$ cat src/rtl/uart_pkg.sv
// Shared UART definitions: receiver state encoding, data width and parity helper.
// Build option: UART_RX_PARITY_EN adds the PARITY state (start+8+parity+stop frames).
package uart_pkg;

   localparam int UART_DATA_BITS = 8;

`ifdef UART_RX_PARITY_EN
   typedef enum logic [2:0] {IDLE, START, DATA, PARITY, STOP} uart_rx_state_t;
`else
   typedef enum logic [2:0] {IDLE, START, DATA, STOP} uart_rx_state_t;
`endif

   // Even parity: the parity bit equals the XOR of the data bits.
   function automatic logic parity_even(input logic [UART_DATA_BITS-1:0] d);
      return ^d;
   endfunction

endpackage

$ cat src/rtl/sync_2ff.sv
// Two-flop synchronizer for an asynchronous single-bit input; resets to 1 (line idle).
module sync_2ff (
   input  logic clk,
   input  logic rst,
   input  logic d,
   output logic q
);

   logic meta;

   always_ff @(posedge clk or posedge rst) begin
      if (rst) begin
         meta <= 1'b1;
         q    <= 1'b1;
      end else begin
         meta <= d;
         q    <= meta;
      end
   end

endmodule

$ cat src/rtl/uart_rx.sv
// UART receiver, LSB first, mid-bit sampling; returns to IDLE right after the mid-stop sample.
// Build option: UART_RX_PARITY_EN enables an even-parity bit between data and stop.
module uart_rx
   import uart_pkg::*;
#(
   parameter int unsigned CLOCKS_PER_BIT = 10
) (
   input  logic                      clk,
   input  logic                      rst,
   input  logic                      rx,
   output logic [UART_DATA_BITS-1:0] data,
   output logic                      valid,
   output logic                      frame_err,
   output logic                      parity_err,
   output logic                      busy
);

   localparam int unsigned CW = $clog2(CLOCKS_PER_BIT);
   localparam logic [CW-1:0] LAST = CW'(CLOCKS_PER_BIT - 1);
   localparam logic [CW-1:0] HALF = CW'(CLOCKS_PER_BIT / 2 - 1);

   logic                      rx_s, rx_prev;
   uart_rx_state_t            state, state_next;
   logic [CW-1:0]             cnt, cnt_next;
   logic [2:0]                bit_idx, bit_next;
   logic [UART_DATA_BITS-1:0] shift, shift_next;
   logic                      valid_next, ferr_next;
`ifdef UART_RX_PARITY_EN
   logic                      par_bad, par_bad_next, perr_next;
`endif

   sync_2ff u_sync (.clk(clk), .rst(rst), .d(rx), .q(rx_s));

   assign busy = (state != IDLE);

   always_ff @(posedge clk or posedge rst) begin
      if (rst) begin
         state     <= IDLE;
         cnt       <= '0;
         bit_idx   <= '0;
         shift     <= '0;
         rx_prev   <= 1'b1;
         data      <= '0;
         valid     <= 1'b0;
         frame_err <= 1'b0;
`ifdef UART_RX_PARITY_EN
         par_bad    <= 1'b0;
         parity_err <= 1'b0;
`endif
      end else begin
         state     <= state_next;
         cnt       <= cnt_next;
         bit_idx   <= bit_next;
         shift     <= shift_next;
         rx_prev   <= rx_s;
         valid     <= valid_next;
         frame_err <= ferr_next;
         if (valid_next) data <= shift;
`ifdef UART_RX_PARITY_EN
         par_bad    <= par_bad_next;
         parity_err <= perr_next;
`endif
      end
   end

`ifndef UART_RX_PARITY_EN
   assign parity_err = 1'b0;
`endif

   always_comb begin
      state_next = state;
      cnt_next   = cnt + 1'b1;
      bit_next   = bit_idx;
      shift_next = shift;
      valid_next = 1'b0;
      ferr_next  = 1'b0;
`ifdef UART_RX_PARITY_EN
      par_bad_next = par_bad;
      perr_next    = 1'b0;
`endif
      case (state)
         IDLE: begin
            cnt_next = '0;
            bit_next = '0;
            // Only a real 1->0 edge starts a frame, so a stuck-low line stays idle.
            if (!rx_s && rx_prev) state_next = START;
         end
         START: begin
            if (cnt == HALF) begin
               cnt_next   = '0;
               state_next = rx_s ? IDLE : DATA;
            end
         end
         DATA: begin
            if (cnt == LAST) begin
               cnt_next   = '0;
               shift_next = {rx_s, shift[UART_DATA_BITS-1:1]};
               bit_next   = bit_idx + 1'b1;
               if (bit_idx == 3'(UART_DATA_BITS - 1)) begin
`ifdef UART_RX_PARITY_EN
                  state_next = PARITY;
`else
                  state_next = STOP;
`endif
               end
            end
         end
`ifdef UART_RX_PARITY_EN
         PARITY: begin
            if (cnt == LAST) begin
               cnt_next     = '0;
               par_bad_next = rx_s ^ parity_even(shift);
               state_next   = STOP;
            end
         end
`endif
         STOP: begin
            if (cnt == LAST) begin
               cnt_next   = '0;
               state_next = IDLE;
               ferr_next  = ~rx_s;
`ifdef UART_RX_PARITY_EN
               valid_next = rx_s & ~par_bad;
               perr_next  = par_bad;
`else
               valid_next = rx_s;
`endif
            end
         end
         default: state_next = IDLE;
      endcase
   end

endmodule

$ cat config.mk
export PLATFORM = sky130hd
export DESIGN_NAME = uart_rx
export DESIGN_NICKNAME = d
export VERILOG_FILES = /design/src/rtl/uart_pkg.sv /design/src/rtl/sync_2ff.sv /design/src/rtl/uart_rx.sv
export SDC_FILE = /design/constraint.sdc
export NUM_CORES = 1
export LEC_CHECK = 0
export CAP_MARGIN = 20
export CORE_ASPECT_RATIO = 1.1
export CORE_MARGIN = 2
export CORE_UTILIZATION = 54
export DETAILED_ROUTE_END_ITERATION = 10
export DONT_BUFFER_PORTS = 1
export HOLD_SLACK_MARGIN = 0.03
export PLACE_DENSITY = 0.72
export SLEW_MARGIN = 25
export SYNTH_ARGS = -nofsm -noshare
export SYNTH_HDL_FRONTEND = slang
export SYNTH_HIERARCHICAL = 1
export SYNTH_SLANG_ARGS = --single-unit
export TNS_END_PERCENT = 10
$ cat constraint.sdc
create_clock -name clk -period 1.6 [get_ports clk]
set_clock_uncertainty 0.15 [all_clocks]
set_input_delay 0.32 -clock clk [delete_from_list [all_inputs] [get_ports clk]]
set_output_delay 0.32 -clock clk [all_outputs]
set_load 0.01 [all_outputs]
After elaboration in Yosys (flattened, before gate mapping)
Cells that the tools add are included.
{ "totals": {"input_bits": 3, "reg_bits": 31} }
{ "classes": {"mux": 16, "eq_ne": 11, "n_addsub": 2, "reduce_logical": 9, "n_bitwise": 1} }
{ "ops": {"columns": ["operator", "n"], "rows": [
  ["3-bit two-way mux", 6],
  ["3-bit case mux with 4 select lines", 1],
  ["4-bit case mux with 3 select lines", 1],
  ["2-bit inequality test, second input constant", 5],
  ["4-bit two-way mux", 2],
  ["3-bit by 2-bit == test with 1-bit output, second input constant", 2],
  ["3-bit case mux with 2 select lines", 1],
  ["5-bit AND reduction", 1],
  ["4-bit by 1-bit adder with 4-bit output, second input constant", 1],
  ["4-bit by 3-bit == test with 1-bit output, second input constant", 1],
  ["4-bit == test, second input constant", 1],
  ["1-bit two-way mux", 4],
  ["2-bit AND reduction", 2],
  ["3-bit by 1-bit adder with 3-bit output, second input constant", 1],
  ["3-bit by 1-bit == test with 1-bit output, second input constant", 1],
  ["3-bit == test, second input constant", 1],
  ["3-bit zero test", 1],
  ["3-bit nonzero test", 1],
  ["2-bit two-way mux", 1],
  ["2-bit nonzero test", 1],
  ["2-bit OR reduction", 1],
  ["1-bit logical AND", 1],
  ["1-bit zero test", 1],
  ["1-bit NOT", 1]
]} }

Longest topological paths before layout
Gate-level depths: netlist of run 1.
{ "depth": {"word_depth": 4, "depth_mapped": 5} }

Hierarchy
The synthesis of run 1 kept the hierarchy.
{ "by_module_without_submodules": {"columns": ["module", "seq_area_each_um2", "cells_each", "area_per_inst_um2", "n_inst"], "rows": [
  ["uart_rx", 701.9, 90, 1219.9, 1],
  ["sync_2ff", 52.6, 3, 56.3, 1]
]} }

Worst setup path before layout of run 1
No wires, ideal clock.
{ "synth_path": {"kind": "register to register", "start": "reg cnt[1]", "end": "reg shift[0]", "setup_ns": 0.125, "setup_slack_ns": -0.119, "t_required_ns": 1.325, "period_less_slack_ns": 1.719, "arrival_ns": 1.444, "path_stages_with_launch": 6, "n_path_buf": 0, "path_cell_list": "dfrtp_1 -> inv_1 -> ha_1 -> nand4b_4 -> nor2_2 -> mux2_2"} }
{ "synth_via": {"elab_chain_len": 2} }
{ "synth_lines": {"columns": ["element", "line", "source"], "rows": [
  ["start: declaration", "uart_rx.sv:24", "logic [CW-1:0] cnt, cnt_next;"],
  ["start signal: assignment", "uart_rx.sv:52", "cnt <= cnt_next;"],
  ["4-bit == test", "uart_rx.sv:95", "if (cnt == LAST) begin"],
  ["2-bit AND reduction (no source line)", null, null],
  ["end signal: assignment", "uart_rx.sv:54", "shift <= shift_next;"],
  ["end: declaration", "uart_rx.sv:26", "logic [UART_DATA_BITS-1:0] shift, shift_next;"]
]} }
Every way passes these cells.
A chain may end at the register's enable or synchronous reset.

Worst setup path after layout of run 1
{ "layout_path": {"start": "reg cnt[1]", "end": "reg data[7]"} }
{ "layout_via": {"elab_chain_len": 3} }
{ "layout_lines": {"columns": ["element", "line", "source"], "rows": [
  ["4-bit == test", "uart_rx.sv:118", "if (cnt == LAST) begin"],
  ["1-bit two-way mux", "uart_rx.sv:118", null],
  ["1-bit two-way mux", "uart_rx.sv:81", "case (state)"],
  ["via valid_next", "uart_rx.sv:27", "logic valid_next, ferr_next;"],
  ["end signal: assignment", "uart_rx.sv:58", "if (valid_next) data <= shift;"],
  ["end: declaration", "uart_rx.sv:11", "output logic [UART_DATA_BITS-1:0] data,"]
]} }
The timed path passes the listed nets, and every way through them passes these cells.

==> results of run 1 <==
state kept, by name (all words and copies together) (netlist names):
name         cells
u_sync/q         1
frame_err        1
u_sync/meta      1
data             8
rx_prev          1
shift            8
bit_idx          3
valid            1
state            2
cnt              4
critical path, delay by kind of cell, from the launching register on:
kind / cells / cell delay (ns)
multiplexers: 1 / 0.30
adder cells (fa/ha/maj): 1 / 0.14
buffers and inverters: 2 / 0.25
AND/OR/NAND/NOR: 2 / 0.34
flip-flops: 1 / 0.39
metrics by stage:
stage,TNS (ns),area (um2),power (mW),setup WS [ns],hold slack [ns]
floorplan,-1.77,1280,1.25,-0.119,0.0815
global placement,-0.874,1420,1.42,-0.0690,0.0853
detailed placement,-1.72,1420,1.44,-0.138,0.0925
CTS,-0.919,1560,1.97,-0.110,0.217
global route,-2.16,1580,2.12,-0.130,0.220
finish,-0.778,1580,1.96,-0.0847,0.216
cells by family (layout without fill, tap and decap cells):
family	Yosys count	in the layout	share of synthesized area, %
multiplexers	17	17	15.0
AO/OA/AOI/OAI	8	8	4.90
XOR/XNOR	2	2	1.37
adder cells (fa/ha/maj)	5	5	4.90
buffers and inverters	11	35	4.22
flip-flops	30	30	59.1
other	1	1	0.294
AND/OR/NAND/NOR	19	19	10.2
worst paths after layout:
kind / end / slack (ns) / depth (start not counted)
worst max register to register: data[7] / -0.08 / 6
max in group asynchronous: rx_prev / 0.62 / 3
worst min-delay path: u_sync/q / 0.22 / 0
min in group asynchronous: u_sync/meta / 0.34 / 2
worst max-delay path: data[7] / -0.08 / 6
worst min register to register: u_sync/q / 0.22 / 0
cells in the mapped netlist, types with 2 or more instances:
cell type,count
dfstp_2,3
nand3_1,3
mux2_2,17
dfrtp_1,27
ha_1,5
nand3b_1,2
inv_1,7
nor2_1,6
where the power goes:
group	switching (mW)	total (mW)	leakage [nW]	internal, mW
Sequential	0.0837	0.917	0.401	0.833
Clock	0.256	0.467	0.0343	0.211
Combinational	0.274	0.580	0.353	0.306
Total	0.614	1.96	0.788	1.35
layout make-up:
cell class / count / area [um2] / share of cell area (%)
well taps: 30 / 37.5 / 2.38
repair buffers: 19 / 168 / 10.6
flip-flops and latches: 30 / 756 / 48.0
clock inverters: 2 / 12.5 / 0.794
clock buffers: 6 / 51.3 / 3.26
multi-input cells: 52 / 520 / 33.0
inverters: 8 / 30.0 / 1.91
metal layers:
metal,global-route usage [%],vias up,routed length [um]
met3,8.60,4,106
met2,35.1,17,1160
li1,-,363,-
met5,0,-,0
met1,23.1,384,952
met4,6.76,0,32
what timing repair did:
action,in CTS,in global routing
hold buffers,2,0
endpoints found under the hold margin,30,0
buffers inserted,2,0
pin swaps,2,2
endpoints found under the setup margin,17,21
gates resized for setup,13,5
gates cloned,0,0
==> impl_metrics.csv, run 1 <==
group,metric,value,unit
grt,antenna_found_initial,0,
route,drtAntennaViolNets,0,
sta,fmax,594,MHz
die,ios,15,
pwr,p_leak,0.788,nW
outcome,status,"complete, but fails checks",
pwr,peakVddDrop,0.00101,V
route,wl,2250,um
final_layout,mostFrequentLayoutCells,"26 x dfrtp_1, 14 x buf_4, 9 x mux2_2, 8 x mux2_4, 6 x inv_1",
setup_path,crit_slowest_cell,"dfrtp_1",
final_layout,area_delta_synth_final,23.4,%
grt,grt-ovfl-total,0,
final_layout,diodes,0,
yosys,synthTopCellsByArea,"dfrtp_1 53%, mux2_2 15%, dfstp_2 6.2%",
clock_network,cts_root_buf,"clkbuf_4",
grt,grt_pass1_wl,3980,um
die,rows,18,
grt,grt_max_degree,29,
clock_network,cts_tree,"built",
clock_network,clk_path_buf_depth,2,
die,die_area,0.00277,mm2
place,portBuffers,0,
yosys,synthCells,93,
sta,finalSetupViolCount,19,
die,core_area,0.00225,mm2
setup_path,cp_max_fo,6,
route,drc,0,
route,initialDrtViolationCount,4,
setup_path,arrival,1.75,ns
yosys,yosysWarnings,6,
sta,grt_setup_unrepaired,"true",
final_layout,post-route-util,69.9,%
sta,post-route-period-util,105,%
die,die_h,55.0,um
setup_path,endpoint_kind,"flop",
setup_path,max_stage_delay,0.39,ns
grt,grt_usage,20.3,%
hold_path,worst_hold_startpoint,"u_sync/meta",
sta,period_needed,1.68,ns
yosys,syn_area,0.00128,mm2
clock_network,insertion_delay,0.32,ns
yosys,synth_top_area_share,52.9,%
setup_path,cp-startpoint,"cnt[1]",
die,die_w,50.4,um
setup_path,crit_type,"flop to flop",
outcome,violations,"negative setup slack",
yosys,synth_top_cell_by_area,"dfrtp_1",
setup_path,cp-start-kind,"flop",
place,place_inst,135,
setup_path,timing.rr.start,"cnt[1]",
clock_network,cts.htree.levels,2,
hold_path,hold_class,"flop to flop",
route,dr.pass1.iters,2,
final_layout,final_common_cell,"dfrtp_1",
yosys,synth.avg_cell_area,13.7,um2
clock_network,cts_inserted_buffers,5,
sta,setup_ws,-0.0847,ns
route,dr_total_vias,768,
pwr,powerDensity,1250,mW/mm2
clock_network,cts_num_sinks,30,
place,gp_congestion,0.745,
die,start_util,56.7,%
grt,grt_pass1_vias,856,
yosys,synthFlopType,"dfrtp_1",
sta,hold_viol,0,
final_layout,drive_gt1_share,48.7,%
final_layout,nFillCells,150,
setup_path,path_cells,"inv_2 -> ha_4 -> nand4b_4 -> nor3_4 -> buf_6 -> mux2_4",
route,vias_per_cell,5.22,
sta,finalMaxSlewViolations,0,
yosys,synth_fp_nets,101,
run,drv_cap,0,
yosys,ys_seq_elements,30,
place,hpwl,1540,um
clock_network,path_clk_slew,0.10,ns
final_layout,layout.nets,124,
yosys,synth_edf_count,0,
setup_path,worstPathRequired,1.67,ns
route,avgRoutedWirePerCell,15.3,um
yosys,synth-async-reset-ratio,100,%
yosys,synthDistinctLibCells,31,
yosys,ys_seq_area_share,59.1,%
final_layout,fin_cells,147,
Note: power is estimated with default switching activity, not from simulation.
==> inputs of run 2 (changes only) <==
--- a/config.mk
+++ b/config.mk
@@ -8,11 +8,13 @@
 export CAP_MARGIN = 20
 export CORE_ASPECT_RATIO = 1.1
 export CORE_MARGIN = 2
-export CORE_UTILIZATION = 54
+export CORE_UTILIZATION = 58
+export CTS_BUF_LIST = sky130_fd_sc_hd__clkbuf_2 sky130_fd_sc_hd__clkbuf_4 sky130_fd_sc_hd__clkbuf_8
 export DETAILED_ROUTE_END_ITERATION = 10
 export DONT_BUFFER_PORTS = 1
 export HOLD_SLACK_MARGIN = 0.03
-export PLACE_DENSITY = 0.72
+export PLACE_DENSITY = 0.76
+export REMOVE_ABC_BUFFERS = 1
 export SLEW_MARGIN = 25
 export SYNTH_ARGS = -nofsm -noshare
 export SYNTH_HDL_FRONTEND = slang
==> run 2 against run 1 <==
The run still ends with negative setup slack left; die area fell by 6.4%; non-clock buffer count fell by 4; fmax rose by 2.4%; global-route usage fell by 0.68 points; routed wire length fell by 5.4%; critical endpoint is now data[4]; largest power group unchanged.
==> impl_metrics.csv, run 2 (synthesized netlist as in run 1, its figures left out) <==
group,metric,value,unit
sta,hold_ws,0.212,ns
die,core_area,0.00204,mm2
clock_network,cts_num_sinks,30,
setup_path,path_cells,"inv_2 -> ha_4 -> nand4b_4 -> nor3_4 -> buf_12 -> mux2_2",
pwr,clkPwrFrac,29.7,%
route,drc,0,
setup_path,worstPathRequired,1.67,ns
final_layout,area_delta_synth_final,20.0,%
route,avgRoutedWirePerCell,15.2,um
route,drtAntennaViolNets,0,
die,rows,17,
route,wl,2130,um
pwr,power.switching,0.607,mW
setup_path,arrival,1.71,ns
final_layout,final_common_cell,"dfrtp_1",
pwr,comb_power_share,26.4,%
pwr,switching_share,29.1,%
clock_network,cts_inserted_buffers,5,
final_layout,post-route-util,75.0,%
sta,post-route-period-util,103,%
setup_path,crit_buf_inv,2,
clock_network,cts_root_buf,"clkbuf_4",
setup_path,crit_type,"flop to flop",
final_layout,drive_gt1_share,42.9,%
setup_path,critical-path-top-delay-family,"flip-flops",
sta,finalMaxSlewViolations,0,
grt,grt_max_degree,29,
sta,setup_ws,-0.0447,ns
route,dr.pass1.iters,4,
place,portBuffers,0,
clock_network,clk_path_buf_depth,2,
pwr,peakVddDrop,0.00141,V
sta,finalSetupViolCount,17,
final_layout,mostFrequentLayoutCells,"27 x dfrtp_1, 15 x mux2_2, 11 x buf_4, 6 x inv_1, 6 x nor2_1",
pwr,p_total,2.08,mW
grt,grt_pass1_vias,776,
setup_path,crit_slowest_cell,"dfrtp_1",
clock_network,cts.htree.levels,2,
route,initialDrtViolationCount,5,
final_layout,layout.nets,120,
final_layout,reg_top3,"data (8), shift (8), cnt (4)",
die,start_util,62.5,%
grt,grt_pass1_wl,3500,um
grt,grt_usage,19.6,%
run,drv_cap,0,
setup_path,endpoint_kind,"flop",
final_layout,diodes,0,
place,hpwl,1500,um
setup_path,cp-start-kind,"flop",
route,dr_total_vias,753,
die,ios,15,
sta,fmax,608,MHz
die,die_w,48.7,um
route,vias_per_cell,5.38,
pwr,pwr-share-seq,43.8,%
setup_path,cp_max_fo,9,
outcome,status,"complete, but fails checks",
pwr,p_leak,0.779,nW
sta,period_needed,1.64,ns
pwr,p_int,1.47,mW
setup_path,rrSetupSlack,-0.04,ns
clock_network,post_cts_buffers,0,
clock_network,insertion_delay,0.33,ns
die,die_area,0.00259,mm2
outcome,violations,"negative setup slack",
clock_network,cts_tree,"built",
sta,hold_viol,0,
pwr,powerDensity,1360,mW/mm2
clock_network,path_clk_slew,0.08,ns
place,gp_congestion,0.796,
grt,grt-ovfl-total,0,
die,die_h,53.2,um
sta,grt_setup_unrepaired,"true",
hold_path,hold_class,"flop to flop",
final_layout,nFillCells,146,
setup_path,max_stage_delay,0.40,ns
grt,antenna_found_initial,0,
run 2: metal layers:
metal | vias up | global-route usage [%] | part of all wire [%]
li1 | 354 | - | -
met3 | 3 | 10.2 | 6.4
met4 | 0 | 10.0 | 1.5
met2 | 21 | 32.9 | 52
met1 | 375 | 20.3 | 40
met5 | - | 0 | 0
run 2: path summary, 6_finish.rpt:
kind | start | depth (start not counted) | endpoint
min | u_sync/meta | 0 | u_sync/q
min in group asynchronous | rst | 2 | u_sync/meta
min reg2reg | u_sync/meta | 0 | u_sync/q
max in group asynchronous | rst | 3 | rx_prev
max reg2reg | cnt[1] | 6 | data[4]
max | cnt[1] | 6 | data[4]
run 2: repair_timing:
item	CTS	global route
gates cloned	0	0
setup endpoints to repair	18	23
hold endpoints to repair	30	0
hold buffers	2	0
resized for setup	3	2
pin swaps	0	1
run 2: final cells by class:
cell class | count | area [um2] | area share, %
timing repair buffer | 15 | 143 | 9.31
clock buffer | 6 | 51.3 | 3.35
sequential | 30 | 754 | 49.3
multi-input combinational | 52 | 488 | 31.9
inverter | 8 | 30.0 | 1.96
tap | 28 | 35.0 | 2.29
clock inverter | 1 | 30.0 | 1.96
run 2: power by group through the flow:
stage	clock, mW	sequential (mW)	combinational (mW)
final	0.618	0.912	0.550
after global routing	0.671	0.922	0.597
after CTS	0.626	0.911	0.543
after detailed placement	0	0.916	0.523
after global placement	0	0.914	0.497
after floorplan	0	0.936	0.272
run 2: through the flow:
step / area (um2) / instances / TNS, ns / worst slack (ns)
detailed placement: 1410 / 131 / -1.63 / -0.121
floorplan: 1250 / 90 / -1.78 / -0.120
CTS: 1520 / 140 / -0.567 / -0.0572
global placement: 1410 / 131 / -1.03 / -0.0776
global route: 1530 / 140 / -1.59 / -0.0936
finish: 1530 / 140 / -0.468 / -0.0447
==> patch, RTL diff (flow settings as in run 2) <==
Build with the macro `UART_RX_PARITY_EN` defined.
--- a/src/rtl/uart_pkg.sv
+++ b/src/rtl/uart_pkg.sv
@@ -2,2 +2,4 @@
 // Build option: UART_RX_PARITY_EN adds the PARITY state (start+8+parity+stop frames).
+`define UART_RX_PARITY_EN
+
 package uart_pkg;
Behaviour: no difference found for any inputs over 10 cycles, from zero or initial values and one cycle with rst high; that may be too few to reach the edited logic, so the function may still have changed.
==> patch against run 2 <==
The flow still finishes with violations (setup timing); routed wire length grew 46%; via count up 35%; setup slack worse by 390 ps; first-iteration DRC count grew to 3.0 times the old value; total power rose by 14%; synthesized area grew 17%; sequential cell count rose by 3; cell area increased by 29%; global-route usage rose by 4.7 points; highest routed layer unchanged.
==> patch: results (changes against run 2) <==
stage,metric,value,unit,change
run_status,status,finished with violations,,
run_status,failing checks,setup timing,,
synth,Synth area leaders,"dfrtp_1, mux2_4, mux2_2, dfstp_2, ha_1",,
route,DRT Wirelength,3113,µm,+46%
clocking,Clock Pin Slew Worst Setup and Hold Paths,100,ps,+20 ps
min_path,Tightest Hold Check Type,flip-flop to flip-flop,,
synth,prevailing post-synth register cell,dfrtp_1,,
clocking,H-Tree Depth,2,,unchanged
power_and_ir_drop,Sequential Power Share,40.0,%,-3.8 points
final_layout,nets,160,,+33%
timing,final setup fails,27,,+10
global_routing,vias in the first global route,1080,,+39%
timing,Worst-Margin Slew,509.0,ps,
power_and_ir_drop,sequential power,0.945,mW,+3.6%
final_layout,share of cells above drive strength 1,50.33,%,+7.5 points
synth,sequential area share after synthesis,55.62,%,-3.5 points
setup_path,Top Family by Delay on Critical Path,simple AND/OR/NAND/NOR gates,,
clocking,clock buffer depth,2,,unchanged
place,DP Area,1722,µm²,+22%
synth,XOR/XNOR share of the synthesized area,6.208,%,+4.8 points
power_and_ir_drop,Switching Share,30.65,%,+1.5 points
global_routing,initial antenna violation count,0,,unchanged
setup_path,CP max stage delay,530,ps,+130 ps
global_routing,first-pass GRT wire length,5106,µm,+46%
global_routing,largest net degree at the start of global routing,21,,-28%
timing,setup tns final,-7622,ps,-7154 ps
timing,fin worst setup slack,-431.3,ps,-386.6 ps
power_and_ir_drop,"IR drop worst, VDD",1.109,mV,-21%
clocking,cts bufs inserted,5,,unchanged
place,port buffer count,0,,unchanged
clocking,Clock Latency Late Sink,330,ps,about the same
global_routing,all-layer global routing usage,24.32,%,+4.7 points
setup_path,crit path max fanout,5,,-4
synth,"FFs w/ async S/R, synth",100.0,%,unchanged
final_layout,biggest regs,"data: 8 flops, shift: 8 flops, cnt: 4 flops",,
synth,post-synthesis compound-gate area fraction,4.195,%,-0.71 points
synth,Yosys cell types,33,,+6.5%
route,vias,1014,,+35%
synth,mux share of post-synthesis cell area,16.28,%,+1.3 points
power_and_ir_drop,comb pwr,0.883,mW,+61%
place,Final HPWL DP,2004,µm,+33%
synth,Synth Warn #,6,,unchanged
setup_path,crit path max-delay cell type,or4_4,,
place,GPL Wtd Cong,0.7473,,-6.1%
power_and_ir_drop,Leakage,0.9927,nW,+27%
synth,Synth Area in Adders,4.195,%,-0.71 points
final_layout,diodes inserted,0,,unchanged
setup_path,Critical Path AT,2110,ps,+400 ps
synth,top cells by instance count after synthesis,"dfrtp_1, mux2_2, inv_1",,
route,Detailed Routing Iterations Pass 1,4,,unchanged
route,DRT iter0 DRCs,15,,+10
==> patch: cell count changes after synthesis, sizes merged, moves of 2 or more <==
cell and change:
nand2 +5, xnor2 +6, o21ai +3, or3 +2
nor2 -2, dfrtp +3, or3b +2, nor3 +2
nand3 -2
==> patch: stage by stage <==
step	setup slack [ps]	hold WS, ps	std cells
floorplan	-728.4	81.50	110
global placement	-345.7	86.62	169
detailed placement	-405.1	96.62	169
CTS	-386.6	221.3	182
global route	-461.6	226.4	184
finish	-431.3	217.5	184
==> patch: what timing repair did <==
action                     in CTS  in global routing
setup buffers                   2                  2
setup endpoints to repair      28                 28
pin swaps                       6                  2
gates resized for setup        26                  7
hold endpoints to repair       13                  0
hold buffers                    2                  0
gates cloned                    1                  0
==> patch: worst paths after layout <==
check	startpoint	endpoint	slack (ps)	depth (start not counted)
max	state[1]	data[4]	-430	4
min reg2reg	u_sync/meta	u_sync/q	220	0
min in group asynchronous	rst	u_sync/q	330	2
max in group asynchronous	rst	data[5]	500	3
min	u_sync/meta	u_sync/q	220	0
max reg2reg	state[1]	data[4]	-430	4
==> patch: logic make-up after synthesis <==
logic type,Yosys count
AOI/OAI and AO/OA,10
xor gates and xnor gates,9
adders and majority gates,5
buffers and inverters,13
DFF,33
muxes,19
and+or+nand+nor,25
==> patch: layout make-up <==
class,count,area (µm²)
inverter,9,33.78
tap,31,38.79
clock inverter,1,5.005
clock buffer,7,65.06
timing repair buffer,35,306.5
sequential,33,829.5
multi-input combinational,68,701.9
fill,145,491.7
==> patch: per-layer routing <==
| metal | track usage [%] | vias to the layer above | routed length, µm |
|---|---|---|---|
| met1 | 31.24 | 503 | 1318 |
| met2 | 35.00 | 35 | 1536 |
| met5 | 0 | - | 0 |
| met3 | 6.283 | 16 | 119 |
| li1 | - | 460 | - |
| met4 | 17.95 | 0 | 139 |
